==> config.mk <==
export PLATFORM = sky130hd
export DESIGN_NAME = stop_watch_lap
export DESIGN_NICKNAME = d
export VERILOG_FILES = /design/src/rtl/stop_watch_lap.sv
export SDC_FILE = /design/constraint.sdc
export NUM_CORES = 1
export LEC_CHECK = 0
export CAP_MARGIN = 20
export CORE_MARGIN = 2
export CORE_UTILIZATION = 45
export CTS_CLUSTER_SIZE = 24
export DETAILED_ROUTE_END_ITERATION = 10
export PLACE_DENSITY = 0.66
export SYNTH_ARGS = -nofsm -noshare
export SYNTH_HDL_FRONTEND = slang
export SYNTH_SLANG_ARGS = --single-unit
export TNS_END_PERCENT = 5
==> constraint.sdc <==
create_clock -name CLK -period 6.6 [get_ports CLK]
set_input_delay 0.99 -clock CLK [delete_from_list [all_inputs] [get_ports CLK]]
set_output_delay 0.99 -clock CLK [all_outputs]
set_load 0.01 [all_outputs]
==> src/rtl/stop_watch_lap.sv <==
// rtl/stop_watch_lap.sv - centisecond stopwatch with lap capture, pause/resume/clear and overflow flag
module stop_watch_lap #(
    parameter int CLK_PER_TICK = 10,
    parameter int MAX_MIN      = 59,
    parameter int WRAP         = 1
) (
    input  logic       CLK,
    input  logic       RESETN,
    input  logic       START_STOP,
    input  logic       LAP_RST,
    output logic [3:0] MIN_S10,
    output logic [3:0] MIN_S1,
    output logic [3:0] SEC_S10,
    output logic [3:0] SEC_S1,
    output logic [3:0] CS_S10,
    output logic [3:0] CS_S1,
    output logic       RUNNING,
    output logic       LAP_ACT,
    output logic       OVF
);

    localparam int             PW       = (CLK_PER_TICK > 2) ? $clog2(CLK_PER_TICK) : 1;
    localparam logic [PW-1:0]  PRE_LAST = PW'(CLK_PER_TICK - 1);
    localparam logic [6:0]     MIN_LAST = 7'(MAX_MIN);

    typedef enum logic [1:0] {S_IDLE, S_RUN, S_LAP, S_STOP} state_t;

    state_t        state, state_nxt;
    logic [PW-1:0] pre, pre_nxt;
    logic [6:0]    cs, cs_nxt, min, min_nxt;
    logic [5:0]    sec, sec_nxt;
    logic [6:0]    lap_cs, lap_cs_nxt, lap_min, lap_min_nxt;
    logic [5:0]    lap_sec, lap_sec_nxt;
    logic          ovf, ovf_nxt;
    logic          lap_press, tick, at_max;

    always_ff @(posedge CLK or negedge RESETN) begin
        if (!RESETN) begin
            state   <= S_IDLE;
            pre     <= '0;
            cs      <= '0;
            sec     <= '0;
            min     <= '0;
            lap_cs  <= '0;
            lap_sec <= '0;
            lap_min <= '0;
            ovf     <= 1'b0;
        end else begin
            state   <= state_nxt;
            pre     <= pre_nxt;
            cs      <= cs_nxt;
            sec     <= sec_nxt;
            min     <= min_nxt;
            lap_cs  <= lap_cs_nxt;
            lap_sec <= lap_sec_nxt;
            lap_min <= lap_min_nxt;
            ovf     <= ovf_nxt;
        end
    end

    // START_STOP wins over LAP_RST when both arrive in the same cycle
    assign lap_press = LAP_RST && !START_STOP;
    assign at_max    = (cs == 7'd99) && (sec == 6'd59) && (min == MIN_LAST);

    always_comb begin
        state_nxt   = state;
        pre_nxt     = pre;
        cs_nxt      = cs;
        sec_nxt     = sec;
        min_nxt     = min;
        lap_cs_nxt  = lap_cs;
        lap_sec_nxt = lap_sec;
        lap_min_nxt = lap_min;
        ovf_nxt     = ovf;
        tick        = 1'b0;
        case (state)
            S_IDLE: begin
                pre_nxt = '0;
                cs_nxt  = '0;
                sec_nxt = '0;
                min_nxt = '0;
                if (START_STOP) state_nxt = S_RUN;
            end
            S_RUN, S_LAP: begin
                tick    = (pre == PRE_LAST);
                pre_nxt = tick ? '0 : pre + 1'b1;
                if (state == S_RUN && lap_press) begin
                    lap_cs_nxt  = cs;
                    lap_sec_nxt = sec;
                    lap_min_nxt = min;
                end
                if (START_STOP)     state_nxt = S_STOP;
                else if (lap_press) state_nxt = (state == S_RUN) ? S_LAP : S_RUN;
                if (tick) begin
                    if (at_max) begin
                        ovf_nxt = 1'b1;
                        if (WRAP != 0) begin
                            cs_nxt  = '0;
                            sec_nxt = '0;
                            min_nxt = '0;
                        end else begin
                            state_nxt = S_STOP;
                        end
                    end else if (cs == 7'd99) begin
                        cs_nxt = '0;
                        if (sec == 6'd59) begin
                            sec_nxt = '0;
                            min_nxt = min + 7'd1;
                        end else begin
                            sec_nxt = sec + 6'd1;
                        end
                    end else begin
                        cs_nxt = cs + 7'd1;
                    end
                end
            end
            S_STOP: begin
                if (START_STOP) begin
                    state_nxt = S_RUN;
                end else if (LAP_RST) begin
                    state_nxt   = S_IDLE;
                    pre_nxt     = '0;
                    cs_nxt      = '0;
                    sec_nxt     = '0;
                    min_nxt     = '0;
                    lap_cs_nxt  = '0;
                    lap_sec_nxt = '0;
                    lap_min_nxt = '0;
                    ovf_nxt     = 1'b0;
                end
            end
            default: state_nxt = S_IDLE;
        endcase
    end

    function automatic logic [7:0] bcd2(input logic [6:0] v);
        logic [3:0] t, u;
        t = 4'(v / 7'd10);
        u = 4'(v - 7'(t) * 7'd10);
        return {t, u};
    endfunction

    logic [6:0] disp_cs, disp_min;
    logic [5:0] disp_sec;

    assign disp_cs  = (state == S_LAP) ? lap_cs  : cs;
    assign disp_sec = (state == S_LAP) ? lap_sec : sec;
    assign disp_min = (state == S_LAP) ? lap_min : min;

    assign {MIN_S10, MIN_S1} = bcd2(disp_min);
    assign {SEC_S10, SEC_S1} = bcd2({1'b0, disp_sec});
    assign {CS_S10, CS_S1}   = bcd2(disp_cs);

    assign RUNNING = (state == S_RUN) || (state == S_LAP);
    assign LAP_ACT = (state == S_LAP);
    assign OVF     = ovf;

endmodule
==> metrics.md <==
| Metric | Value |
|---|---|
| Routability-driven placement congestion ratio | 0.8336 |
| TritonCTS clock tree | done |
| Synthesized net count | 438 |
| Maximum count of clock buffers along a single path | 2 |
| Number of design rule violations left after detail routing | 0 |
| Maximum Capacitance Violations | 0 |
| First-pass GRT wire length | 13030 um |
| IO Port Bufs | 29 |
| Xor/xnor cell area share of the yosys netlist | 1.994% |
| Number of distinct library cells after synthesis | 57 |
| Area of the placeable core | 7647 um^2 |
| Largest net degree at the start of global routing | 48 |
| Category of the worst setup path capture point | output port |
| EDFF count, synth | 0 |
| Ratio of cells with drive above 1 in the final layout | 10.34% |
| Count of antenna-violating nets left after detailed routing | 0 |
| Slew HR | a little under half |
| Sequential-to-total area share from yosys stat | roughly 33% |
| Detail Placement HPWL | 5404 um |
| Most numerous cell in the Yosys netlist | sky130_fd_sc_hd__nand2_1 |
| Status | finished, final reports clean |
| PnR Total Power | 1.358 mW |
| Total negative slack | 0 ps |
| Count of inserted antenna diode cells | 0 |
| Pins Over Slew Limit | 0 |
| Top delay family on crit path | adder cells |
| DRT Pass-1 Iters | 5 |
| Total via count in the routed design | 3015 |
| Max Clock Skew | 7.532 ps |
| Adder-cell share of the synthesized area | approximately 8.7% |
| Least-Margin Pin Slew | 819.7 ps |
| Synthesized-area fraction occupied by ao, oa, aoi and oai cells | 19.72% |
| Synthesis Warnings | 0 |
| Simple-gate share of the synthesized area | between 20% and 30% |
| Mean post-synth cell area | 8.510 um^2 |
| CP peak stage delay | 570 ps |
| Clock slew at reported path FFs | 90 ps |
| Static leakage | 1.746 nW |
| Library cell used as clock root buffer | sky130_fd_sc_hd__clkbuf_8 |
| Antenna violations before repair | 0 |
| Clk_lat worst skew | roughly 310 ps |
| Area growth from synthesis to final layout | 17.37% |
| Worst min-delay path category | reg -> reg |
| Critical path, cell by cell | inv_1 -> ha_2 -> clkbuf_8 -> nor4b_2 -> o31ai_1 -> a22oi_2 -> ha_2 -> or4bb_4 -> a311oi_2 -> nor3_1 -> ha_1 -> nand2_1 -> a311o_1 -> ha_1 -> fa_1 -> xnor2_1 -> clkdlybuf4s50_1 |
| Cell Rows | 32 |
| Count of endpoints failing setup in the final report | 0 |
| Num CTS Buffers | 5 |
| TritonCTS Sinks | 47 |
| Post-layout nets | 469 |
| Type of the setup path with the least slack | reg -> out |
| Signal arrival time at the worst endpoint | between 5000 and 6000 ps |
| Die X-Extent | 92.38 um |
| Remaining global-route overflow | 0 |
| DR iter-0 viols | 141 |
| Maximum clock frequency | 0.1590 GHz |
| Count of filler cells inserted in the layout | 717 |
| Post-detailed-route wirelength per cell | 14.29 um |
| Core utilization of the finished layout | 53.94% |
| Crit Path Max Fanout | 33 |
| Total GRT Usage | 18.49% |
| I/O pins | 31 |
| Share of Yosys cell area claimed by the top area cell type | 33.46% |
| Initial Util | 45.96% |
| Multi-input gate area | 2235 um^2 |
| Top area cells in the synthesized netlist | sky130_fd_sc_hd__dfrtp_1 33%, sky130_fd_sc_hd__o21ai_0 6.8%, sky130_fd_sc_hd__ha_1 6.4% |
| Die height | 92.38 um |
| Slowest stage cell on the critical path | sky130_fd_sc_hd__or4bb_4 |
| Count of buffering cells on the critical path with inverters included | 3 |
| Via count of the first global-routing pass | 2788 |
| Max rail drop VDD | 0.2324 mV |
| Power per cell area | about 330 nW/um^2 |
| Fraction of synthesis flops using an asynchronous set or reset pin | 100.0% |
| Post-synthesis mux area share | 8.829% |
| Cell accounting for the most synthesized area | sky130_fd_sc_hd__dfrtp_1 |
| Post-synthesis instance total | just over 400 |
| Full die area | 8533 um^2 |
| Worst Setup Start Kind | register |
| Yosys reg bits | 47 |
| Final hold violation count | 0 |
| Summed instance area of the synthesized netlist | 3515 um^2 |
| H-Tree Level Count | 2 |
| Storage element area | 1176 um^2 |
| Final min period | ~6300 ps |
| Dominant combinational cell family by area after synthesis | simple AND/OR/NAND/NOR gates |
| Vias per cell | ~5.5 |
| Final Cycle Share | between 90% and 100% |
| CP required | about 5600 ps |
| Prevailing post-synth register cell | sky130_fd_sc_hd__dfrtp_1 |
| Commonest cells in the synthesized netlist | 55 x sky130_fd_sc_hd__nand2_1, 48 x sky130_fd_sc_hd__o21ai_0, 47 x sky130_fd_sc_hd__dfrtp_1 |
| Total wire length | approximately 7800 um |
[layout make-up]
| class | instances | share of cell area [%] |
|---|---|---|
| inverters | 24 | 2.184 |
| well taps | 102 | 3.094 |
| clock inverters | 3 | 1.062 |
| multi-input cells | 329 | 54.17 |
| clock buffers | 5 | 1.668 |
| repair buffers | 37 | 9.311 |
| flip-flops and latches | 47 | 28.51 |
[sequential cells by signal, summed over array words and instances, names as in the netlist]
| name | count |
|---|---|
| state | 2 |
| lap_min | 7 |
| sec | 6 |
| lap_sec | 6 |
| OVF | 1 |
| cs | 7 |
| min | 7 |
| pre | 4 |
| lap_cs | 7 |
[cell usage in the layout, fill, tap and decap left out, drive strengths merged, types with 7 or more instances in the layout]
cell	n
nor2b	7
mux2	12
ha	18
buf	8
nor2	25
mux2i	16
inv	24
nand3	10
a21oi	19
o21ai	52
clkdlybuf4s50	28
nand2	55
nand2b	31
o31ai	10
dfrtp	47
[stage by stage]
stage	std cells	setup WS, ps	hold WS, ps	area [um^2]
6_report	547	311.5	481.5	4125
5_1_grt	547	-24.32	518.7	4125
4_1_cts	542	114.2	487.2	4014
3_5_place_dp	533	107.6	468.7	3869
3_3_place_gp	533	350.1	458.7	3869
2_1_floorplan	413	714.1	444.4	3515
[kinds of logic (layout without fill, tap and decap cells)]
logic type	after synthesis	in the layout
DFF	47	47
xor gates and xnor gates	8	8
and+or+nand+nor	157	157
buffers and inverters	37	69
other	1	1
adders and majority gates	23	23
muxes	28	28
AOI/OAI and AO/OA	112	112
[tightest hold or removal path, stage by stage (launching register included)]
cell and delay [ps]:
sky130_fd_sc_hd__dfrtp_1 350, sky130_fd_sc_hd__nand2_1 40, sky130_fd_sc_hd__o21ai_0 60
[where the power goes]
part / switching [mW] / internal [mW] / total (mW)
clock network: 0.102 / 0.113 / 0.215
registers: 0.0685 / 0.350 / 0.419
logic: 0.417 / 0.308 / 0.724
[worst paths after layout]
kind | from | to | cells after the start | slack [ps]
worst min-delay path | lap_cs[0]$_DFFE_PN0P_ | lap_cs[0]$_DFFE_PN0P_ | 2 | 480
max in group asynchronous | RESETN | lap_sec[2]$_DFFE_PN0P_ | 2 | 5540
min in group asynchronous | RESETN | cs[1]$_DFFE_PN0P_ | 1 | 560
worst min register to register | lap_cs[0]$_DFFE_PN0P_ | lap_cs[0]$_DFFE_PN0P_ | 2 | 480
worst max-delay path | state[0]$_DFFE_PN0P_ | SEC_S1[3] | 17 | 310
worst max register to register | state[0]$_DFFE_PN0P_ | min[3]$_DFFE_PN0P_ | 5 | 4230
[metal layers]
| layer | part of all wire [%] | global-route usage [%] |
|---|---|---|
| met1 | 47 | 23.29 |
| met2 | 50 | 33.70 |
| met3 | 2.3 | 2.685 |
| met4 | 0.81 | 3.731 |
| met5 | 0 | 0 |
[repair_timing]
action | in CTS | in global routing
hold endpoints to repair | 0 | 0
endpoints found under the setup margin | 2 | 3
setup buffers | 1 | 3
pin swaps | 1 | 3
hold buffers | 0 | 0
gates resized for setup | 5 | 9
Note: power is estimated with default switching activity, not from simulation.
